===== config.mk =====
export PLATFORM = sky130hd
export DESIGN_NAME = ex_mem_pipe
export DESIGN_NICKNAME = d
export VERILOG_FILES = /design/src/rtl/ex_mem_pipe.sv
export SDC_FILE = /design/constraint.sdc
export NUM_CORES = 1
export LEC_CHECK = 0
export BUFFER_PORTS_ARGS = -buffer_cell sky130_fd_sc_hd__buf_2
export CAP_MARGIN = 20
export CELL_PAD_IN_SITES_DETAIL_PLACEMENT = 1
export CELL_PAD_IN_SITES_GLOBAL_PLACEMENT = 1
export CORE_AREA = 3 3 166 168
export CTS_BUF_LIST = sky130_fd_sc_hd__clkbuf_8
export DETAILED_ROUTE_END_ITERATION = 8
export DIE_AREA = 0 0 169 171
export PLACE_DENSITY = 0.78
export SLEW_MARGIN = 15
export SYNTH_ARGS = -nofsm -noshare
export SYNTH_HDL_FRONTEND = slang
export SYNTH_SLANG_ARGS = --single-unit

===== constraint.sdc =====
create_clock -name clk -period 2.75 [get_ports clk]
set_input_delay 0.4125 -clock clk [delete_from_list [all_inputs] [get_ports clk]]
set_output_delay 0.4125 -clock clk [all_outputs]
set_load 0.02 [all_outputs]

===== src/rtl/ex_mem_pipe.sv =====
// EX->MEM pipeline register with multi-lane write-back, flush, and a valid bit.
// It also saves multi-cycle EX state across stalls and counts inserted bubbles.
module ex_mem_pipe #(
    parameter int unsigned DATA_W  = 32,
    parameter int unsigned ADDR_W  = 5,
    parameter int unsigned LANES   = 1,
    parameter int unsigned STALL_W = 6,
    parameter int unsigned STAGE   = 3,
    parameter int unsigned CNT_W   = 2,
    parameter int unsigned PERF_W  = 16
) (
    input  logic                     clk,
    input  logic                     rst,
    input  logic [STALL_W-1:0]       stall,
    input  logic                     flush,
    input  logic                     ex_valid,
    input  logic [LANES*ADDR_W-1:0]  ex_wd,
    input  logic [LANES-1:0]         ex_wreg,
    input  logic [LANES*DATA_W-1:0]  ex_wdata,
    input  logic [DATA_W-1:0]        ex_hi,
    input  logic [DATA_W-1:0]        ex_lo,
    input  logic                     ex_we,
    input  logic [DATA_W-1:0]        ex_flags,
    input  logic                     ex_flags_we,
    input  logic [2*DATA_W-1:0]      ex_hilo_tmp,
    input  logic [CNT_W-1:0]         ex_cnt,
    output logic                     mem_valid,
    output logic [LANES*ADDR_W-1:0]  mem_wd,
    output logic [LANES-1:0]         mem_wreg,
    output logic [LANES*DATA_W-1:0]  mem_wdata,
    output logic [DATA_W-1:0]        mem_hi,
    output logic [DATA_W-1:0]        mem_lo,
    output logic                     mem_we,
    output logic [DATA_W-1:0]        mem_flags,
    output logic                     mem_flags_we,
    output logic [2*DATA_W-1:0]      hilo_tmp_o,
    output logic [CNT_W-1:0]         cnt_o,
    output logic [PERF_W-1:0]        bubble_cnt
);

    if (STAGE + 1 >= STALL_W) begin : gen_bad_stage
        $error("ex_mem_pipe: STAGE+1 must be below STALL_W");
    end
    if (LANES < 1 || LANES > 4) begin : gen_bad_lanes
        $error("ex_mem_pipe: LANES must be in 1..4");
    end

    typedef enum logic [1:0] {ActLoad, ActBubble, ActHold, ActFlush} act_e;

    logic  s_here;
    logic  s_next;
    act_e  act;

    // Only our own bit and the next stage's bit matter here.
    logic  unused_stall;
    assign unused_stall = ^stall;

    assign s_here = stall[STAGE];
    assign s_next = stall[STAGE+1];

    // Flush beats any stall; s_here=0 with s_next=1 falls through to LOAD.
    always_comb begin
        act = ActLoad;
        if (flush) begin
            act = ActFlush;
        end else if (s_here && s_next) begin
            act = ActHold;
        end else if (s_here) begin
            act = ActBubble;
        end
    end

    logic                    valid_q,    valid_d;
    logic [LANES*ADDR_W-1:0] wd_q,       wd_d;
    logic [LANES-1:0]        wreg_q,     wreg_d;
    logic [LANES*DATA_W-1:0] wdata_q,    wdata_d;
    logic [DATA_W-1:0]       hi_q,       hi_d;
    logic [DATA_W-1:0]       lo_q,       lo_d;
    logic                    we_q,       we_d;
    logic [DATA_W-1:0]       flags_q,    flags_d;
    logic                    flags_we_q, flags_we_d;
    logic [2*DATA_W-1:0]     tmp_q,      tmp_d;
    logic [CNT_W-1:0]        cnt_q,      cnt_d;
    logic [PERF_W-1:0]       bubble_q,   bubble_d;
    logic [PERF_W-1:0]       bubble_inc;

    assign bubble_inc = (bubble_q == '1) ? bubble_q : bubble_q + PERF_W'(1);

    always_comb begin
        valid_d    = valid_q;
        wd_d       = wd_q;
        wreg_d     = wreg_q;
        wdata_d    = wdata_q;
        hi_d       = hi_q;
        lo_d       = lo_q;
        we_d       = we_q;
        flags_d    = flags_q;
        flags_we_d = flags_we_q;
        tmp_d      = tmp_q;
        cnt_d      = cnt_q;
        bubble_d   = bubble_q;
        unique case (act)
            ActFlush, ActBubble: begin
                valid_d    = 1'b0;
                wd_d       = '0;
                wreg_d     = '0;
                wdata_d    = '0;
                hi_d       = '0;
                lo_d       = '0;
                we_d       = 1'b0;
                flags_d    = '0;
                flags_we_d = 1'b0;
                if (act == ActBubble) begin
                    // Park the partial result so EX can resume next cycle.
                    tmp_d    = ex_hilo_tmp;
                    cnt_d    = ex_cnt;
                    bubble_d = bubble_inc;
                end else begin
                    tmp_d = '0;
                    cnt_d = '0;
                end
            end
            ActHold: begin
            end
            ActLoad: begin
                valid_d    = ex_valid;
                wd_d       = ex_wd;
                wreg_d     = ex_wreg;
                wdata_d    = ex_wdata;
                hi_d       = ex_hi;
                lo_d       = ex_lo;
                we_d       = ex_we;
                flags_d    = ex_flags;
                flags_we_d = ex_flags_we;
                tmp_d      = '0;
                cnt_d      = '0;
            end
            default: begin
            end
        endcase
    end

    always_ff @(posedge clk) begin
        if (rst) begin
            valid_q    <= 1'b0;
            wd_q       <= '0;
            wreg_q     <= '0;
            wdata_q    <= '0;
            hi_q       <= '0;
            lo_q       <= '0;
            we_q       <= 1'b0;
            flags_q    <= '0;
            flags_we_q <= 1'b0;
            tmp_q      <= '0;
            cnt_q      <= '0;
            bubble_q   <= '0;
        end else begin
            valid_q    <= valid_d;
            wd_q       <= wd_d;
            wreg_q     <= wreg_d;
            wdata_q    <= wdata_d;
            hi_q       <= hi_d;
            lo_q       <= lo_d;
            we_q       <= we_d;
            flags_q    <= flags_d;
            flags_we_q <= flags_we_d;
            tmp_q      <= tmp_d;
            cnt_q      <= cnt_d;
            bubble_q   <= bubble_d;
        end
    end

    assign mem_valid    = valid_q;
    assign mem_wd       = wd_q;
    assign mem_wreg     = wreg_q;
    assign mem_wdata    = wdata_q;
    assign mem_hi       = hi_q;
    assign mem_lo       = lo_q;
    assign mem_we       = we_q;
    assign mem_flags    = flags_q;
    assign mem_flags_we = flags_we_q;
    assign hilo_tmp_o   = tmp_q;
    assign cnt_o        = cnt_q;
    assign bubble_cnt   = bubble_q;

endmodule


==> reports/results.tsv <==
stage	metric	value	unit
status	status	finished clean	
critical_path	Critical Setup Path Class	flop to flop	
final_layout	Final #Nets	1407	
sta	Final Cycle Share	70.8	%
synth	Post-synth EDFFs	0	
cts	CTS tree	done	
power_and_ir_drop	worst vdd ir	0.405	mV
synth	Async SR Flop Fraction	0	%
cts	cells resized by post-CTS repair	0	
floorplanning	die area	28900	µm²
synth	yosys warns	0	
critical_path	CP arrival	2.37	ns
sta	Final Hold Violating Endpoints	0	
critical_path	slowest CP cell	or4_1	
sta	Finish-stage setup viols	0	
power_and_ir_drop	leakage power total	5.07	nW
floorplanning	# rows	59	
power_and_ir_drop	total power	0.00688	W
critical_path	WP data required	3.17	ns
floorplanning	I/O Pins	431	
sta	setup TNS	0	ns
global_route	Total GRT Usage	17.7	%
floorplanning	Die H	171	µm
synth	Seq/Total Area, Yosys	58.8	%
route	Starting DRT DRC Count	450	
sta	Worst Skew	0.0145	ns
synth	Synth top area share	58.8	%
synth	most frequent cells after synthesis	219 x dfxtp_1, 211 x nor2_1, 203 x a22oi_1	
cts	CTS HTree Levels	2	
sta	Slew headroom	49.1	%
final_layout	ratio of cells with drive above 1 in the final layout	41.7	%
sta	transition time of the tightest slew-check pin	0.763	ns
hold_path	Hold Path Class	input port to flop	
synth	Post-Syn Area	7460	µm²
placed_design	placed inst area	9980	µm²
global_route	largest net degree at the start of global routing	88	
synth	Yosys cell types	29	
synth	Top FF cell, synth	dfxtp_1	
floorplanning	core box area	26100	µm²
cts	clock sinks	219	
synth	Yosys top cell by area	dfxtp_1	
critical_path	max incr delay on CP	0.62	ns
route	drt drc	0	
placed_design	number of port buffers	426	
sta	Max Freq	514	MHz
cts	Post-CTS Hold Fix Bufs	0	
floorplanning	starting density of the core	28.6	%
cts	clk_lat worst skew	0.51	ns
route	via-per-instance ratio	4.91	
global_route	grt ovf	0	
cts	clock root buffer	clkbuf_8	
final_layout	Finished Cell Area	10800	µm²
power_and_ir_drop	Power Density	639	nW/µm²
route	final wirelength	27500	µm
floorplanning	Die X	169	µm
route	DRT Pass-1 Iters	5	
final_layout	Synth-to-Final Area Change	44.3	%
placed_design	hpwl dp	19500	µm
global_route	antenna violations before repair	2	
critical_path	Setup crit start kind	flop	
placed_design	Place WS	0.694	ns
sta	unrepaired setup endpoints after global routing	false	
synth	count leader, synth	dfxtp_1	
critical_path	Critical Path End Type	flop	
cts	Clock Pin Slew Worst Setup and Hold Paths	0.06	ns
critical_path	CP max FO	11	
synth	Post-Syn Area per Cell	9.58	µm²
cts	total CTS buffers	40	
sta	hold_ws	0.135	ns
global_route	global-route wire length before repair	41900	µm
route	DR WL/cell	17.6	µm
synth	Synth area leaders	dfxtp_1 59%, a22oi_1 20%, nor2_1 11%, clkbuf_1 2.8%, a21oi_1 0.80%	
sta	min Tclk post-route	1.95	ns
placed_design	RePlAce Congestion	0.764	
sta	Worst Setup Slack, final	0.803	ns
cts	Max Root-Sink Buffers	3	
route	antenna-violating nets left	0	
job	max-cap violation count	0	
synth	post-synthesis cell count	779	
sta	final slew viol count	0	
critical_path	cell chain of the critical path	ha_1, nand4_1, or4_1, a21oi_1	
synth	syn nets	992	
global_route	vias in the first global route	7872	
route	via count	7661	
cts	Post-CTS Setup Repair Bufs	0	
critical_path	reg2reg setup slack	0.80	ns
synth	synthesis-stage register bit count	219	
==> cells by family (layout without fill, tap and decap cells) <==
logic type / after synthesis / count (layout) / synth area share (%)
compound gates: 227 / 227 / 22.3
other cells: 0 / 1 / 0
flops: 219 / 219 / 58.8
fa+ha+maj: 1 / 1 / 0.168
buf+inv: 73 / 518 / 3.92
simple gates: 256 / 256 / 14.4
mux: 3 / 3 / 0.436
==> area by class of cell <==
type	count	area [µm²]
multi-input combinational	487	2800
timing repair buffer	446	2380
antenna	1	2.50
fill	3127	15300
sequential	219	4380
clock inverter	23	106
clock buffer	49	674
tap	335	419
==> placed cells by master, fill, tap and decap left out, drive strengths merged, types with 3 or more instances in the layout <==
| cell type | synthesis | layout |
|---|---|---|
| clkinv | 0 | 4 |
| buf | 18 | 446 |
| clkbuf | 55 | 49 |
| o31ai | 6 | 6 |
| or4 | 5 | 5 |
| clkinvlp | 0 | 4 |
| nor2b | 3 | 3 |
| nand3 | 5 | 5 |
| nor4 | 3 | 3 |
| nor2 | 211 | 211 |
| a22oi | 203 | 203 |
| o21ai | 5 | 5 |
| nand2 | 6 | 6 |
| inv | 0 | 15 |
| nand4 | 8 | 8 |
| or3 | 6 | 6 |
| a21oi | 12 | 12 |
| dfxtp | 219 | 219 |
==> power by group <==
group          switching [W]  leakage, nW  internal, W
Sequential         0.0000406         1.78      0.00325
Clock                0.00134        0.448      0.00161
Combinational       0.000375         2.85     0.000261
==> critical path: cells and delay by family, from the launching register on <==
kind            cells  cell delay [ns]
compound gates      1             0.17
fa+ha+maj           1             0.26
flops               1             0.43
simple gates        2             0.99
==> state kept, by name, indices dropped and copies added (netlist names) <==
name,count
hilo_tmp_o,64
mem_flags,32
mem_hi,32
mem_lo,32
mem_wdata,32
bubble_cnt,16
mem_wd,5
cnt_o,2
mem_flags_we,1
mem_valid,1
mem_we,1
mem_wreg,1
==> metal layers <==
| metal | GRT usage, % | up-vias | wire length (µm) |
|---|---|---|---|
| li1 | - | 3631 | - |
| met2 | 31.1 | 336 | 13700 |
| met3 | 6.24 | 69 | 2590 |
| met5 | 0 | - | 13 |
| met4 | 6.67 | 2 | 920 |
| met1 | 19.7 | 3623 | 10200 |
==> stage by stage <==
| stage | std cells | utilization, % |
|---|---|---|
| floorplan | 779 | - |
| detailed placement | 1487 | 38.3 |
| finish | 1560 | 41.3 |
| CTS | 1559 | 41.3 |
| global placement | 1487 | 38.3 |
| global route | 1560 | 41.3 |
==> worst paths after layout <==
path	to	depth (start not counted)	from
setup / recovery	bubble_cnt[6]	4	bubble_cnt[0]
hold / removal	hilo_tmp_o[0]	3	ex_hilo_tmp[0]
setup reg to reg	bubble_cnt[6]	4	bubble_cnt[0]
hold reg to reg	mem_flags[22]	2	mem_flags[22]
Power figures use the tool's default switching activity.
